$ cat src/rtl/associate_trainer.sv
// Training sequencer for an external associate: holds DEPTH samples, runs
// training epochs (forward, result, error, feedback) with early stop, then
// one evaluation pass that reports mismatches and a pass flag.
module associate_trainer #(
  parameter int N      = 2,
  parameter int DEPTH  = 4,
  parameter int EPOCHS = 25
) (
  input  logic                       clk,
  input  logic                       rst,
  input  logic                       ld_stb,
  output logic                       ld_rdy,
  input  logic [N*8+15:0]            ld_dat,
  input  logic                       start,
  output logic                       busy,
  output logic                       done,
  output logic                       pass,
  output logic [$clog2(DEPTH+1)-1:0] errcnt,
  output logic                       en,
  output logic                       arg_stb,
  input  logic                       arg_rdy,
  output logic [N*8-1:0]             arg_dat,
  input  logic                       res_stb,
  output logic                       res_rdy,
  input  logic [15:0]                res_dat,
  output logic                       err_stb,
  input  logic                       err_rdy,
  output logic [15:0]                err_dat,
  input  logic                       fbk_stb,
  output logic                       fbk_rdy,
  input  logic [N*16-1:0]            fbk_dat
);

  localparam int IW = (DEPTH > 1) ? $clog2(DEPTH) : 1;
  localparam int EW = (EPOCHS > 1) ? $clog2(EPOCHS) : 1;
  localparam int CW = $clog2(DEPTH + 1);
  localparam int SW = N * 8 + 16;

  typedef enum logic [2:0] {IDLE, FWD, RES, BWD, FBK, DONE} state_t;

  state_t        state_q, state_d;
  logic [IW-1:0] ldptr_q, ldptr_d;
  logic [IW-1:0] idx_q, idx_d;
  logic [EW-1:0] epoch_q, epoch_d;
  logic [CW-1:0] eperr_q, eperr_d;
  logic [CW-1:0] errcnt_q, errcnt_d;
  logic          eval_q, eval_d;
  logic          pass_q, pass_d;
  logic [15:0]   err_q, err_d;
  logic [SW-1:0] mem_q [DEPTH];

  logic [SW-1:0] cur;
  logic [15:0]   act;
  logic [15:0]   res_err;
  logic          last;
  logic          ld_xfer;
  logic          fbk_unused;

  // Feedback is accepted only to complete the handshake; its content is dropped.
  assign fbk_unused = ^fbk_dat;

  assign cur     = mem_q[idx_q];
  assign act     = res_dat[15] ? 16'h0000 : 16'h00ff;
  assign res_err = cur[SW-1 -: 16] - act;
  assign last    = (idx_q == IW'(DEPTH - 1));
  // Loads are blocked while rst is high so a reset never disturbs the samples.
  assign ld_xfer = ld_stb && ld_rdy && !rst;

  // Sample memory: written only by load transfers, never cleared.
  always_ff @(posedge clk) begin
    if (ld_xfer) mem_q[ldptr_q] <= ld_dat;
  end

  // State and datapath registers.
  always_ff @(posedge clk) begin
    if (rst) begin
      state_q  <= IDLE;
      ldptr_q  <= '0;
      idx_q    <= '0;
      epoch_q  <= '0;
      eperr_q  <= '0;
      errcnt_q <= '0;
      eval_q   <= 1'b0;
      pass_q   <= 1'b0;
      err_q    <= '0;
    end else begin
      state_q  <= state_d;
      ldptr_q  <= ldptr_d;
      idx_q    <= idx_d;
      epoch_q  <= epoch_d;
      eperr_q  <= eperr_d;
      errcnt_q <= errcnt_d;
      eval_q   <= eval_d;
      pass_q   <= pass_d;
      err_q    <= err_d;
    end
  end

  // Next-state and counter updates.
  always_comb begin
    state_d  = state_q;
    ldptr_d  = ldptr_q;
    idx_d    = idx_q;
    epoch_d  = epoch_q;
    eperr_d  = eperr_q;
    errcnt_d = errcnt_q;
    eval_d   = eval_q;
    pass_d   = pass_q;
    err_d    = err_q;
    if (ld_xfer) ldptr_d = (ldptr_q == IW'(DEPTH - 1)) ? '0 : ldptr_q + IW'(1);
    unique case (state_q)
      IDLE: if (start) begin
        idx_d    = '0;
        epoch_d  = '0;
        eperr_d  = '0;
        errcnt_d = '0;
        eval_d   = 1'b0;
        state_d  = FWD;
      end
      FWD: if (arg_rdy) state_d = RES;
      RES: if (res_stb) begin
        err_d = res_err;
        if (!eval_q) begin
          if (res_err != '0) eperr_d = eperr_q + CW'(1);
          state_d = BWD;
        end else begin
          if (res_err != '0) errcnt_d = errcnt_q + CW'(1);
          if (last) begin
            pass_d  = (errcnt_d == '0);
            state_d = DONE;
          end else begin
            idx_d   = idx_q + IW'(1);
            state_d = FWD;
          end
        end
      end
      BWD: if (err_rdy) state_d = FBK;
      FBK: if (fbk_stb) begin
        state_d = FWD;
        if (!last) begin
          idx_d = idx_q + IW'(1);
        end else begin
          idx_d = '0;
          if (epoch_q == EW'(EPOCHS - 1) || eperr_q == '0) begin
            eval_d = 1'b1;
          end else begin
            epoch_d = epoch_q + EW'(1);
            eperr_d = '0;
          end
        end
      end
      DONE: state_d = IDLE;
      default: state_d = IDLE;
    endcase
  end

  // Moore outputs decoded from the current state.
  always_comb begin
    ld_rdy  = (state_q == IDLE);
    busy    = (state_q != IDLE);
    done    = (state_q == DONE);
    arg_stb = (state_q == FWD);
    res_rdy = (state_q == RES);
    err_stb = (state_q == BWD);
    fbk_rdy = (state_q == FBK);
    en      = !eval_q && (state_q inside {FWD, RES, BWD, FBK});
    arg_dat = cur[N*8-1:0];
    err_dat = err_q;
    pass    = pass_q;
    errcnt  = errcnt_q;
  end

endmodule
$ cat config.mk
export PLATFORM = sky130hd
export DESIGN_NAME = associate_trainer
export DESIGN_NICKNAME = d
export VERILOG_FILES = /design/src/rtl/associate_trainer.sv
export SDC_FILE = /design/constraint.sdc
export NUM_CORES = 1
export LEC_CHECK = 0
export ABC_CLOCK_PERIOD_IN_PS = 4800
export CAP_MARGIN = 10
export CORE_AREA = 5 5 154 112
export CTS_CLUSTER_SIZE = 30
export DETAILED_ROUTE_END_ITERATION = 8
export DIE_AREA = 0 0 159 117
export GPL_ROUTABILITY_DRIVEN = 0
export PLACE_DENSITY = 0.75
export SLEW_MARGIN = 25
export SYNTH_ARGS = -nofsm -noshare
export SYNTH_HDL_FRONTEND = slang
export SYNTH_SLANG_ARGS = --single-unit
export TNS_END_PERCENT = 20
$ cat constraint.sdc
create_clock -name clk -period 4.8 [get_ports clk]
set_clock_uncertainty 0.2 [all_clocks]
set_input_delay 0.96 -clock clk [delete_from_list [all_inputs] [get_ports clk]]
set_output_delay 0.96 -clock clk [all_outputs]
set_load 0.005 [all_outputs]
==> results.md, run 1 <==
* Status: finished clean
* Initial Util at between 40 and 50%
* Core area at between 0.015 and 0.02 sq mm
* Detailed Routing Iterations Pass 1 at 5
* Syn Area/Cell at between 10 and 15 sq um
* Pint at between 2 and 3 mW
* Yosys warns at 0
* DRT iter0 DRCs at between 300 and 400
* Post-synth top cells: edfxtp_1, nor2_1, dfxtp_1
* Flops & latches, synth at 166
* Crit path time final at 4520 ps
* Setup_tns at 0 ps
* Synth top area cells: edfxtp_1, dfxtp_1, mux4_2, ha_1, mux4_1
* Post-CTS Setup Bufs at 0
* Sequential share of power at between 40% and 50%
* CP Data Required Time at just under 5000 ps
* Pwr Density at 403 mW/mm^2
* H-Tree Level Count at 4
* Die Wd at around 160 microns
* Area Overhead vs Synth at 25.3%
* Worst setup EP type: register
* Relative slew slack at between 40% and 50%
* Reg2reg setup slack at 350 ps
* Worst skew pair latency at around 420 ps
* Placed Area at around 0.0083 sq mm
* Syn Nets at slightly below 600
* Crit Path Max Fanout at 7
* Post-layout net count at between 700 and 800
* Async set-reset flop share out of synthesis at 0%
* Clock Power Share at 38.6%
* Yosys top cell by area: edfxtp_1
* Finished Layout Cells at approximately 800
* Hold Worst Slack at between 200 and 300 ps
* Number of global-route vias before repair at 4,619
* Global route total overflow at 0
* DRT Wirelength at around 15 mm
* DRT antenna net count at 0
* Vias per inst at approximately 5.5
* CTS resizes at 0
* Global-route wire length before repair at between 20 and 25 mm
* Total track usage at about 17%
* Max Cap Viol at 0
* Launching element type of the critical path: input pin
* VDD IR-drop max at between 300 and 400 uV
* Sw frac at 25.6%
* Uppermost routed layer: met5
* Met2 WL at about 7.4 mm
* Synth Flop Type: edfxtp_1
* Die height at ~120 microns
* Overall Power at 3.60 mW
* Maximum buffer depth of the clock tree at 2
* Yosys top cell area share at a little over half
* CP Data Arrival Time at ~4700 ps
* Hold Path Depth at 2
* Pleak at between 3 and 4 nW
* RSZ-0062 raised after global routing: no
* Pin slew with the least headroom to its limit at 825 ps
* # placed instances at a little under 800
* CTS sink count at approximately 170
* Cells after synthesis at 490
* Peak Freq at approximately 0.22 GHz
* Die area at roughly 0.019 sq mm
* Most instantiated library cell after synthesis: edfxtp_1
* EDFF count, synth at roughly 130
* Via count at ~4,500
* Cts hold-fix bufs at 0
* Synthesized area at approximately 0.007 sq mm
* Residual DRC at 0
* Worst Hold Class: reg -> reg
* Num rows at 39
* Drt wl/cell at roughly 18 microns
* Final HPWL DP at roughly 10 mm
* Final worst path period share at 94.2%
* Cell area after layout at between 0.008 and 0.009 sq mm
* Antenna diode count at 0
* Port bufs at 84
* Worst reg2reg endpoint: pass
* Hold wc startpoint: err_dat[6]
* Met3 wire len at 790 microns
* Combinational power share at 15.4%
* CTS tree: done
* Root buf cell: clkbuf_16
* Max-slew violation count at 0
* Largest net degree at the start of global routing at 34
* Hold worst-path end: err_dat[6]
* Ports at ~130
* TritonCTS buffer count at 17
* Worst R2R Path Depth at 14
* Ratio of cells with drive above 1 in the final layout at about 15%
* Metal-1 WL at between 6 and 7 mm
* # setup viols final at 0
* Sequential share of the synthesized area at roughly 65%
* Initial antenna violation count at 2
* Final hold viol count at 0
* Kind of critical path: in -> reg
* Yosys cell types at between 60 and 70
* P_sw at roughly 920 uW
* Worst-path clk slew at approximately 70 ps
==> cells in the final DEF, fill, tap and decap left out, drive strengths merged, types with 5 or more instances in the layout <==
cell,n
ha,18
mux4,32
buf,26
nor2,42
xor2,5
inv,33
a21o,5
and2,5
nand3,13
nor3,8
a21oi,26
dfxtp,38
or2,5
clkdlybuf4s50,84
clkbuf,17
nand2,32
nand4,6
a211oi,8
xnor2,8
o21ai,9
edfxtp,128
==> how the worst max path moves through the flow <==
| stage | start | end | depth (start not counted) |
|---|---|---|---|
| 3_5_place_dp | res_dat[15] | pass | 11 |
| 5_1_grt | register | pass | 14 |
| 2_1_floorplan | register | pass | 14 |
| 3_3_place_gp | res_dat[15] | pass | 11 |
| 6_report | res_dat[15] | pass | 11 |
| 4_1_cts | register | pass | 14 |
==> power by group through the flow <==
stage | Combinational, mW | Sequential (mW) | Clock (mW)
3_3_place_gp | 0.532 | 1.68 | 0
5_1_grt | 0.608 | 1.66 | 1.48
6_report | 0.553 | 1.66 | 1.39
3_5_place_dp | 0.552 | 1.69 | 0
2_1_floorplan | 0.331 | 1.66 | 0
4_1_cts | 0.555 | 1.66 | 1.42
==> flip-flops by register name, summed over array words and instances, names as in the netlist, named ones only <==
register	cells
eperr_q	3
pass	1
epoch_q	5
mem_q	128
errcnt	3
ldptr_q	2
err_dat	16
idx_q	2
state_q	3
eval_q	1
==> worst max-delay path, cell delays in order <==
cell             delay, ps
clkdlybuf4s50_1        470
buf_4                  180
ha_1                   330
and3_1                 180
a221o_1                370
or2_1                  320
o41ai_1                460
nand2_1                120
or4_1                  580
or4_4                  430
a311oi_2               260
==> per-stage QoR <==
step                      setup slack, ps  utilization, %
after floorplan                       128               -
after global placement               54.1            52.9
after detailed placement            -40.7            52.9
after CTS                             271            56.7
after global routing                 55.3            56.7
final                                 278            56.7
==> final cells by class <==
cell class | count | area (sq um)
fill | 1231 | 6820
tap | 205 | 256
inverter | 23 | 86.3
timing repair buffer | 110 | 1040
sequential | 166 | 4610
multi-input combinational | 280 | 2350
clock buffer | 17 | 425
clock inverter | 15 | 183
==> per-layer routing <==
| metal | up-vias | global-route usage, % |
|---|---|---|
| met4 | 4 | 6.08 |
| met2 | 131 | 28.0 |
| met3 | 15 | 4.45 |
| li1 | 2123 | - |
| met5 | - | 0 |
| met1 | 2223 | 21.0 |
==> logic make-up (layout without fill, tap and decap cells) <==
logic type	Yosys count	in the layout	synth area share (%)
simple gates	137	137	9.87
fa+ha+maj	19	19	3.44
mux	34	34	10.7
buf+inv	44	165	2.59
xor+xnor	13	13	1.60
flops	166	166	64.5
compound gates	77	77	7.28
No activity file was read; power rests on OpenSTA's default activity.
==> inputs of run 2 (changes only) <==
- CELL_PAD_IN_SITES_DETAIL_PLACEMENT: not set -> 0
- CELL_PAD_IN_SITES_GLOBAL_PLACEMENT: not set -> 1
- CORE_AREA: 5 5 154 112 -> 5 5 168 122
- DIE_AREA: 0 0 159 117 -> 0 0 173 127
- PLACE_DENSITY: 0.75 -> 0.78
==> run 2 against run 1 <==
  * Clock power fell by 5%
  * Critical path depth rose by 3
  * Combinational power barely moved
  * Sequential cell count did not move
  * Non-clock buffer count rose by 3
  * Sequential power barely moved
  * Sequential share of layout area fell by 0.26 points
  * Die area rose by 18%
  * Global-route usage fell by 2.6 points
  * Critical endpoint unchanged
  * Largest cell class unchanged
==> results.md, run 2 (synthesis results as in run 1) <==
* Status: finished clean
* Crit path time final at 4470 ps (-49.5 ps)
* Commonest cells after routing, fill and taps aside: edfxtp_1, clkdlybuf4s50_1, nor2_1
* CP Data Required Time at 4930 ps (about the same)
* DRT Wirelength at 14.9 mm (about the same)
* Worst-path clk slew at 60 ps (about the same)
* CTS sink count at 166 (unchanged)
* Number of global-route vias before repair at 4,548 (-1.5%)
* CP Data Arrival Time at 4610 ps (-40 ps)
* Pleak at 3.01 nW (-0.14%)
* Cell area after layout at 0.00898 sq mm (+0.46%)
* Initial antenna violation count at 1 (-1)
* CTS resizes at 0 (unchanged)
* Worst R2R Path Depth at 14 (unchanged)
* Reg2reg setup slack at 330 ps (-20 ps)
* Final HPWL DP at 10.4 mm (+3.0%)
* Clock Power Share at 37.4% (-1.2 points)
* Maximum buffer depth of the clock tree at 2 (unchanged)
* Die area at 0.0220 sq mm (+18%)
* Global route total overflow at 0 (unchanged)
* VDD IR-drop max at 268 uV (-14%)
* Pin slew with the least headroom to its limit at 842 ps (+17.5 ps)
* Via count at 4,461 (-0.78%)
* Global-route wire length before repair at 24.1 mm (+0.40%)
* Area Overhead vs Synth at 25.9%
* Largest reg by FF count: mem_q
* Root buf cell: clkbuf_16
* Final hold viol count at 0 (unchanged)
* Die height at 127 microns (+8.5%)
* P_sw at 869 uW (-5.7%)
* DRT antenna net count at 0 (unchanged)
* Worst setup EP type: register
* Max reg flops at 128 (unchanged)
* Num rows at 42 (+7.7%)
* Max Cap Viol at 0 (unchanged)
* Drt wl/cell at 17.5 microns (-4.7%)
* Worst skew pair latency at 420 ps (about the same)
* Core area at 0.0186 sq mm (+18%)
* Residual DRC at 0 (unchanged)
* Pint at 2.67 mW (-0.42%)
* Setup_tns at 0 ps (unchanged)
* Crit path to: pass
* Worst reg2reg endpoint: pass
* Sequential share of power at 46.9% (+0.9 points)
* RSZ-0062 raised after global routing: no
* Detailed Routing Iterations Pass 1 at 5 (unchanged)
* Port bufs at 84 (unchanged)
* Initial Util at 38.4% (-6.9 points)
* TritonCTS buffer count at 17 (unchanged)
* Post-layout net count at 708 (+0.43%)
* CTS tree: done
* Vias per inst at 5.21 (-5.4%)
* Kind of critical path: reg -> reg
* Combinational power share at 15.7% (+0.3 points)
* H-Tree Level Count at 4 (unchanged)
* DRT iter0 DRCs at 228 (-31%)
* Peak Freq at 0.224 GHz (+1.1%)
* Final worst path period share at 93.2% (-1.0 points)
* Relative slew slack at 43.9% (-1.2 points)
* Launching element type of the critical path: register
* Crit Path Max Fanout at 10 (+3)
* Ports at 132 (unchanged)
* Hold Worst Slack at 288 ps (+15.4 ps)
* Die Wd at 173 microns (+8.8%)
* Max-slew violation count at 0 (unchanged)
* # setup viols final at 0 (unchanged)
* Most common cell after layout, fill and taps aside: edfxtp_1
* Pwr Density at 394 mW/mm^2 (-2.2%)
* Total track usage at 14.0% (-2.6 points)
* Ratio of cells with drive above 1 in the final layout at 15.1% (-0.074 points)
* Antenna diode count at 0 (unchanged)
* Sw frac at 24.6% (-1.0 points)
* Cts hold-fix bufs at 0 (unchanged)
* Placed Area at 0.00840 sq mm (+0.83%)
* Post-CTS Setup Bufs at 0 (unchanged)
* Largest net degree at the start of global routing at 33 (-2.9%)
* Worst Hold Class: reg -> reg
[run 2: per-stage QoR]
step | util [%] | total power, mW | setup slack (ps) | cells
global placement | 45.2 | 2.23 | 31.8 | 824
floorplan | - | 1.99 | 128 | 490
finish | 48.3 | 3.54 | 327 | 856
detailed placement | 45.2 | 2.25 | -10.9 | 824
CTS | 48.3 | 3.58 | 313 | 856
global route | 48.3 | 3.71 | 10.5 | 856
[run 2: power by group through the flow]
stage | registers, mW | clock network [mW] | logic, mW
final | 1.66 | 1.32 | 0.556
after CTS | 1.66 | 1.36 | 0.562
after global placement | 1.68 | 0 | 0.543
after floorplan | 1.66 | 0 | 0.331
after global routing | 1.66 | 1.43 | 0.614
after detailed placement | 1.69 | 0 | 0.559
[run 2: cell type report]
class	instances	area (sq um)
Timing Repair Buffer	113	1060
Tap cell	242	303
Multi-Input combinational cell	280	2350
Inverter	23	86.3
Sequential cell	166	4610
Clock buffer	20	437
Clock inverter	12	146
Fill cell	1612	9620
[run 2: layer usage]
metal | global-route usage (%) | share of wire [%]
met1 | 18.2 | 46
met2 | 22.7 | 48
met3 | 3.60 | 4.1
met4 | 5.72 | 2.1
met5 | 0 | 0.047
[run 2: critical path: stages (launching register included)]
cell,delay [ps]
dfxtp_2,560
mux4_2,550
inv_1,70
ha_1,160
inv_1,60
fa_1,400
a21o_1,200
a221oi_1,230
buf_4,170
xnor2_1,90
a2111oi_2,360
o2111ai_1,170
or4_1,460
or4_4,440
a311oi_2,240
[run 2: worst min-delay path by stage]
stage	to	startpoint	depth (start not counted)	slack, ps
2_1_floorplan	register	idx_q[1]	2	250
3_3_place_gp	err_dat[1]	err_dat[1]	2	270
3_5_place_dp	err_dat[3]	err_dat[3]	2	280
4_1_cts	err_dat[3]	err_dat[3]	2	290
5_1_grt	err_dat[3]	err_dat[3]	2	300
6_report	err_dat[3]	err_dat[3]	2	290
==> inputs of run 3 (changes only) <==
- CTS_CLUSTER_DIAMETER: not set -> 50
==> results of run 3 <==
No change in the layout: final DEF, timing and power equal those of run 2.
